File: src/rtl/pwm_capture_pkg.sv
`default_nettype none
// ============================================================================
//  Module      : pwm_capture_pkg
//  Description : Shared constants for the PWM capture block: default widths,
//                stuck-input timeout, glitch-filter length and FSM encoding.
//  Revision    : 1.0 - initial release
// ============================================================================
package pwm_capture_pkg;

    localparam int C_CNT_W_DEF   = 8;
    localparam int C_TIMEOUT_DEF = 511;
    localparam int C_FILT_LEN    = 3;

    // Capture FSM encoding
    localparam logic [1:0] C_ST_IDLE = 2'd0;
    localparam logic [1:0] C_ST_HIGH = 2'd1;
    localparam logic [1:0] C_ST_LOW  = 2'd2;

endpackage
`default_nettype wire

File: src/rtl/pwm_in_sync.sv
`default_nettype none
// ============================================================================
//  Module      : pwm_in_sync
//  Description : Two-flop synchronizer for the raw PWM input, optional glitch
//                filter (macro PWM_CAPTURE_FILTER_EN), and registered edge
//                detect. s, rise and fall change on the same clock edge, so a
//                rise/fall pulse always coincides with the first cycle of the
//                new level of s.
//  Revision    : 1.0 - initial release
// ============================================================================
module pwm_in_sync
    import pwm_capture_pkg::*;
(
    input  logic clk,
    input  logic rst_n,
    input  logic pwm_in,
    output logic s,
    output logic rise,
    output logic fall
);

    logic r_sync1;
    logic r_sync2;
    logic r_s;
    logic r_rise;
    logic r_fall;
    logic w_s_next;

    // Metastability guard for the asynchronous input
    always_ff @(posedge clk or negedge rst_n) begin
        if (!rst_n) begin
            r_sync1 <= 1'b0;
            r_sync2 <= 1'b0;
        end else begin
            r_sync1 <= pwm_in;
            r_sync2 <= r_sync1;
        end
    end

`ifdef PWM_CAPTURE_FILTER_EN
    localparam int              C_FCNT_W   = $clog2(C_FILT_LEN);
    localparam logic [C_FCNT_W-1:0] C_FCNT_MAX = C_FCNT_W'(C_FILT_LEN - 1);

    logic [C_FCNT_W-1:0] r_fcnt;

    // Count consecutive cycles where the synced level disagrees with s
    always_ff @(posedge clk or negedge rst_n) begin
        if (!rst_n) begin
            r_fcnt <= '0;
        end else if ((r_sync2 != r_s) && (r_fcnt != C_FCNT_MAX)) begin
            r_fcnt <= r_fcnt + 1'b1;
        end else begin
            r_fcnt <= '0;
        end
    end

    // Accept the new level on the third consecutive disagreeing sample
    assign w_s_next = ((r_sync2 != r_s) && (r_fcnt == C_FCNT_MAX)) ? r_sync2 : r_s;
`else
    assign w_s_next = r_sync2;
`endif

    // Level register doubles as the previous level for edge detection
    always_ff @(posedge clk or negedge rst_n) begin
        if (!rst_n) begin
            r_s    <= 1'b0;
            r_rise <= 1'b0;
            r_fall <= 1'b0;
        end else begin
            r_s    <= w_s_next;
            r_rise <= w_s_next & ~r_s;
            r_fall <= ~w_s_next & r_s;
        end
    end

    assign s    = r_s;
    assign rise = r_rise;
    assign fall = r_fall;

endmodule
`default_nettype wire

File: src/rtl/pwm_capture.sv
`default_nettype none
// ============================================================================
//  Module      : pwm_capture
//  Description : Measures an incoming PWM waveform: high time and period of
//                the last complete period in clk cycles, plus stuck-input
//                detection. Optional glitch filter enabled by defining
//                PWM_CAPTURE_FILTER_EN.
//  Revision    : 1.0 - initial release
// ============================================================================
module pwm_capture
    import pwm_capture_pkg::*;
#(
    parameter int CNT_W   = C_CNT_W_DEF,
    parameter int TIMEOUT = C_TIMEOUT_DEF
) (
    input  logic             clk,
    input  logic             rst_n,
    input  logic             en,
    input  logic             pwm_in,
    output logic [CNT_W:0]   high_o,
    output logic [CNT_W+1:0] period_o,
    output logic             valid_o,
    output logic             stuck_o,
    output logic             stuck_level_o
);

    localparam logic [CNT_W:0] C_TO    = (CNT_W + 1)'(TIMEOUT);
    localparam logic [CNT_W:0] C_TO_M1 = (CNT_W + 1)'(TIMEOUT - 1);

    logic           w_s;
    logic           w_rise;
    logic           w_fall;
    logic           w_edge;
    logic           w_timeout;
    logic [1:0]     r_state;
    logic [CNT_W:0] r_hc;
    logic [CNT_W:0] r_lc;
    logic [CNT_W:0] r_ec;

    pwm_in_sync u_sync (
        .clk    (clk),
        .rst_n  (rst_n),
        .pwm_in (pwm_in),
        .s      (w_s),
        .rise   (w_rise),
        .fall   (w_fall)
    );

    assign w_edge    = w_rise | w_fall;
    // Fires on the cycle ec would reach TIMEOUT; an edge in that cycle wins
    assign w_timeout = !w_edge && (r_ec == C_TO_M1);

    // Cycles since last edge; saturates at TIMEOUT so the timeout fires once
    always_ff @(posedge clk or negedge rst_n) begin
        if (!rst_n) begin
            r_ec <= '0;
        end else if (!en || w_edge) begin
            r_ec <= '0;
        end else if (r_ec != C_TO) begin
            r_ec <= r_ec + 1'b1;
        end
    end

    // Capture FSM, high/low counters and published results
    always_ff @(posedge clk or negedge rst_n) begin
        if (!rst_n) begin
            r_state       <= C_ST_IDLE;
            r_hc          <= '0;
            r_lc          <= '0;
            high_o        <= '0;
            period_o      <= '0;
            valid_o       <= 1'b0;
            stuck_o       <= 1'b0;
            stuck_level_o <= 1'b0;
        end else begin
            valid_o <= 1'b0;
            if (!en) begin
                r_state <= C_ST_IDLE;
                r_hc    <= '0;
                r_lc    <= '0;
            end else if (w_timeout) begin
                r_state       <= C_ST_IDLE;
                r_hc          <= '0;
                r_lc          <= '0;
                high_o        <= '0;
                period_o      <= '0;
                stuck_o       <= 1'b1;
                stuck_level_o <= w_s;
                valid_o       <= 1'b1;
            end else begin
                case (r_state)
                    C_ST_IDLE: begin
                        // No report for the partial period before the first rise
                        if (w_rise) begin
                            r_state <= C_ST_HIGH;
                            r_hc    <= (CNT_W + 1)'(1);
                        end
                    end
                    C_ST_HIGH: begin
                        if (w_fall) begin
                            r_state <= C_ST_LOW;
                            r_lc    <= (CNT_W + 1)'(1);
                        end else begin
                            r_hc <= r_hc + 1'b1;
                        end
                    end
                    C_ST_LOW: begin
                        if (w_rise) begin
                            high_o   <= r_hc;
                            period_o <= (CNT_W + 2)'(r_hc) + (CNT_W + 2)'(r_lc);
                            stuck_o  <= 1'b0;
                            valid_o  <= 1'b1;
                            r_state  <= C_ST_HIGH;
                            r_hc     <= (CNT_W + 1)'(1);
                        end else begin
                            r_lc <= r_lc + 1'b1;
                        end
                    end
                    default: begin
                        r_state <= C_ST_IDLE;
                    end
                endcase
            end
        end
    end

endmodule
`default_nettype wire
File: config.mk
export PLATFORM = sky130hd
export DESIGN_NAME = pwm_capture
export DESIGN_NICKNAME = d
export VERILOG_FILES = /design/src/rtl/pwm_capture_pkg.sv /design/src/rtl/pwm_in_sync.sv /design/src/rtl/pwm_capture.sv
export SDC_FILE = /design/constraint.sdc
export NUM_CORES = 1
export LEC_CHECK = 0
export BUFFER_PORTS_ARGS = -buffer_cell sky130_fd_sc_hd__buf_2
export CAP_MARGIN = 20
export CORE_MARGIN = 2
export CORE_UTILIZATION = 64
export DETAILED_ROUTE_END_ITERATION = 6
export PLACE_DENSITY_LB_ADDON = 0.12
export SLEW_MARGIN = 10
export SYNTH_ARGS = -nofsm -noshare
export SYNTH_HDL_FRONTEND = slang
export SYNTH_HIERARCHICAL = 1
export SYNTH_SLANG_ARGS = --single-unit
File: constraint.sdc
create_clock -name clk -period 6.83 [get_ports clk]
set_clock_uncertainty 0.2 [all_clocks]
set_input_delay 0.683 -clock clk [delete_from_list [all_inputs] [get_ports clk]]
set_output_delay 0.683 -clock clk [all_outputs]
set_load 0.02 [all_outputs]
==> impl_metrics.json <==
{
  "run_status": "complete, no violations",
  "synth_nets": 322,
  "drv_slew": 0,
  "netlist.area_leader.share_pct": 47.2,
  "place_hpwl_um": 4060,
  "syn_inst": 299,
  "die_area_um2": 5200,
  "clock_path_buffers": 2,
  "leakagePower_nw": 1.54,
  "ant_nets": 0,
  "io_pins": 26,
  "dieWidth_um": 72.1,
  "pre_cts_slack_ns": 4.24,
  "fin_util_pct": 72.2,
  "intPower_uw": 426,
  "required_ns": 6.83,
  "final_common_cell": "dfrtp_1",
  "wl_per_cell_um": 15.2,
  "tritoncts": "done",
  "cp-start-kind": "register",
  "fmax_mhz": 389,
  "hold_buffers": 0,
  "drc": 0,
  "core_area_um2": 4410,
  "endpoint_kind": "register",
  "synth_edf_count": 0,
  "netlist_area_um2": 2970,
  "cts_resized": 0,
  "netlist.top_cell.by_area": "dfrtp_1",
  "ys.flop_type": "dfrtp_1",
  "path_clk_slew_ns": 0.09,
  "wirelength_um": 5670,
  "rows": 24,
  "seq_area_frac_synth_pct": 47.2,
  "ys.warnings.count": 6,
  "synthArstFlopShare_pct": 100,
  "num-fill-cells": 353,
  "synth.avg_cell_area_um2": 9.94,
  "antenna_found_initial": 0,
  "cts_setup_buffers": 0,
  "area_growth_syn_to_layout_pct": 7.24,
  "vias_per_cell": 5.92,
  "tightest_slew_ns": 0.871,
  "finalCritPeriodShare_pct": 37.6,
  "first_pass_iters": 4,
  "vias": 2208,
  "final.setup.worst_slack_ns": 4.26,
  "diodes": 0,
  "comb_power_share_pct": 9.2,
  "start_util_pct": 67.3,
  "track_usage_pct": 24.3,
  "clockRootBuffer": "clkbuf_8",
  "grt_pass1_vias": 2101,
  "finalCriticalPeriod_ns": 2.57,
  "first_iter_violations": 148,
  "rsz0062_at_grt": "no",
  "ys_types": 49,
  "fin_nets": 344,
  "grt_pass1_wl_um": 9880,
  "final_cell_count_no_fill": 373,
  "cp_max_fo": 21,
  "crit_type": "reg -> reg",
  "cts_made_buffers": 5,
  "hold_violations": 0,
  "fin_total_pwr_uw": 572,
  "p_per_area_nw_per_um2": 180,
  "switching_share_pct": 25.6,
  "vdd_drop_max_mv": 0.107,
  "maxSlewHeadroom_pct": 41.9,
  "drive_above_1_share_pct": 13.1,
  "min_path_type": "reg -> reg",
  "synthTopCellsByArea": "dfrtp_1 47%, ha_1 7.6%, nor2_1 4.4%",
  "cp.arrival_ns": 2.57,
  "final_cell_mix": "56 x dfrtp_1, 35 x nor2_1, 26 x o21ai_0, 25 x buf_2, 22 x nand2_1",
  "post-place-cells": 366,
  "p_switching_uw": 147,
  "gp_congestion": 0.860,
  "overflow": 0,
  "portBuffers": 25,
  "htree_levels": 2,
  "setup_viol": 0,
  "pwr-share-clk_pct": 30.2,
  "finalSetupTns_ns": 0,
  "cts.sinks": 56,
  "clkLatencyLatePin_ns": 0.31,
  "grt_max_degree": 57,
  "die_y_um": 72.1,
  "cap_violations": 0,
  "seq_power_share_pct": 60.6,
  "synth_seq_cells": 56
}
==> power groups by stage <==
stage | Sequential (mW) | Clock (mW) | Combinational, mW
6_report | 0.347 | 0.173 | 0.0524
2_1_floorplan | 0.355 | 0 | 0.0325
4_1_cts | 0.347 | 0.177 | 0.0532
3_5_place_dp | 0.353 | 0 | 0.0529
5_1_grt | 0.348 | 0.187 | 0.0602
3_3_place_gp | 0.353 | 0 | 0.0519
==> synth_stat cells, types with 2 or more instances <==
library cell / n
or3_1: 4
buf_6: 2
a21boi_0: 2
dfrtp_1: 56
and2_1: 2
clkbuf_1: 6
nand4_1: 3
o21ai_0: 26
o41ai_2: 2
inv_1: 9
nand3b_1: 5
a211oi_1: 3
o21bai_1: 3
a22o_1: 8
nor2b_1: 6
nor3_1: 4
nand3_1: 11
buf_2: 3
nor3b_1: 2
nand2b_1: 2
nand2_1: 22
xor2_1: 13
and4_1: 4
ha_1: 18
a21oi_1: 16
a21o_1: 2
nor2_1: 35
and3_1: 5
o21a_1: 2
a32o_1: 3
mux2i_1: 2
==> critical path, stage by stage (launching register included) <==
cell and delay (ns):
dfrtp_1 0.45, inv_1 0.11, ha_1 0.31, and3_1 0.37, nor2_2 0.76, a22oi_2 0.17, o41ai_1 0.09
==> per-layer routing <==
layer  track usage, %  wire (um)  part of all wire, %
met4             7.55         79                  1.4
met3             4.72        197                  3.5
met5                0          0                    0
met1             34.8       2810                   50
met2             37.8       2580                   46
==> flip-flops by register name (all words and copies together), names as in the netlist <==
name            flops
r_ec                9
r_hc                9
period_o           10
stuck_level_o       1
high_o              9
r_lc                9
u_sync/s            1
r_state             2
stuck_o             1
u_sync/rise         1
valid_o             1
u_sync/fall         1
u_sync/r_sync1      1
u_sync/r_sync2      1
==> through the flow <==
stage                     instance area (um2)  hold slack [ns]
after floorplan                          2970            0.131
after global placement                   3110            0.131
after detailed placement                 3110            0.136
after CTS                                3190            0.158
after global routing                     3190            0.163
final                                    3190            0.154
==> final timing paths <==
kind / from / endpoint / slack, ns / cells after the start
max reg2reg: r_state[0] / period_o[9] / 4.26 / 6
max: r_state[0] / period_o[9] / 4.26 / 6
min reg2reg: u_sync/r_sync1 / u_sync/r_sync2 / 0.15 / 0
max in group asynchronous: rst_n / r_hc[1] / 5.69 / 2
min in group asynchronous: rst_n / r_ec[0] / 0.28 / 2
min: u_sync/r_sync1 / u_sync/r_sync2 / 0.15 / 0
==> cells by family after synthesis <==
family | synth area share (%)
AND/OR/NAND/NOR | 19.5
multiplexers | 1.05
adder cells (fa/ha/maj) | 8.25
AO/OA/AOI/OAI | 16.5
buffers and inverters | 3.41
flip-flops | 47.2
XOR/XNOR | 4.13
==> cell type report <==
cell class                 instances  area (um2)  share of cell area [%]
clock inverter                     1        5.00                   0.157
timing repair buffer              27         140                    4.40
sequential                        56        1400                    44.0
multi-input combinational        222        1470                    46.1
tap                               52        65.1                    2.04
clock buffer                       6        72.6                    2.28
inverter                           9        33.8                    1.06
Power figures use the tool's default switching activity.
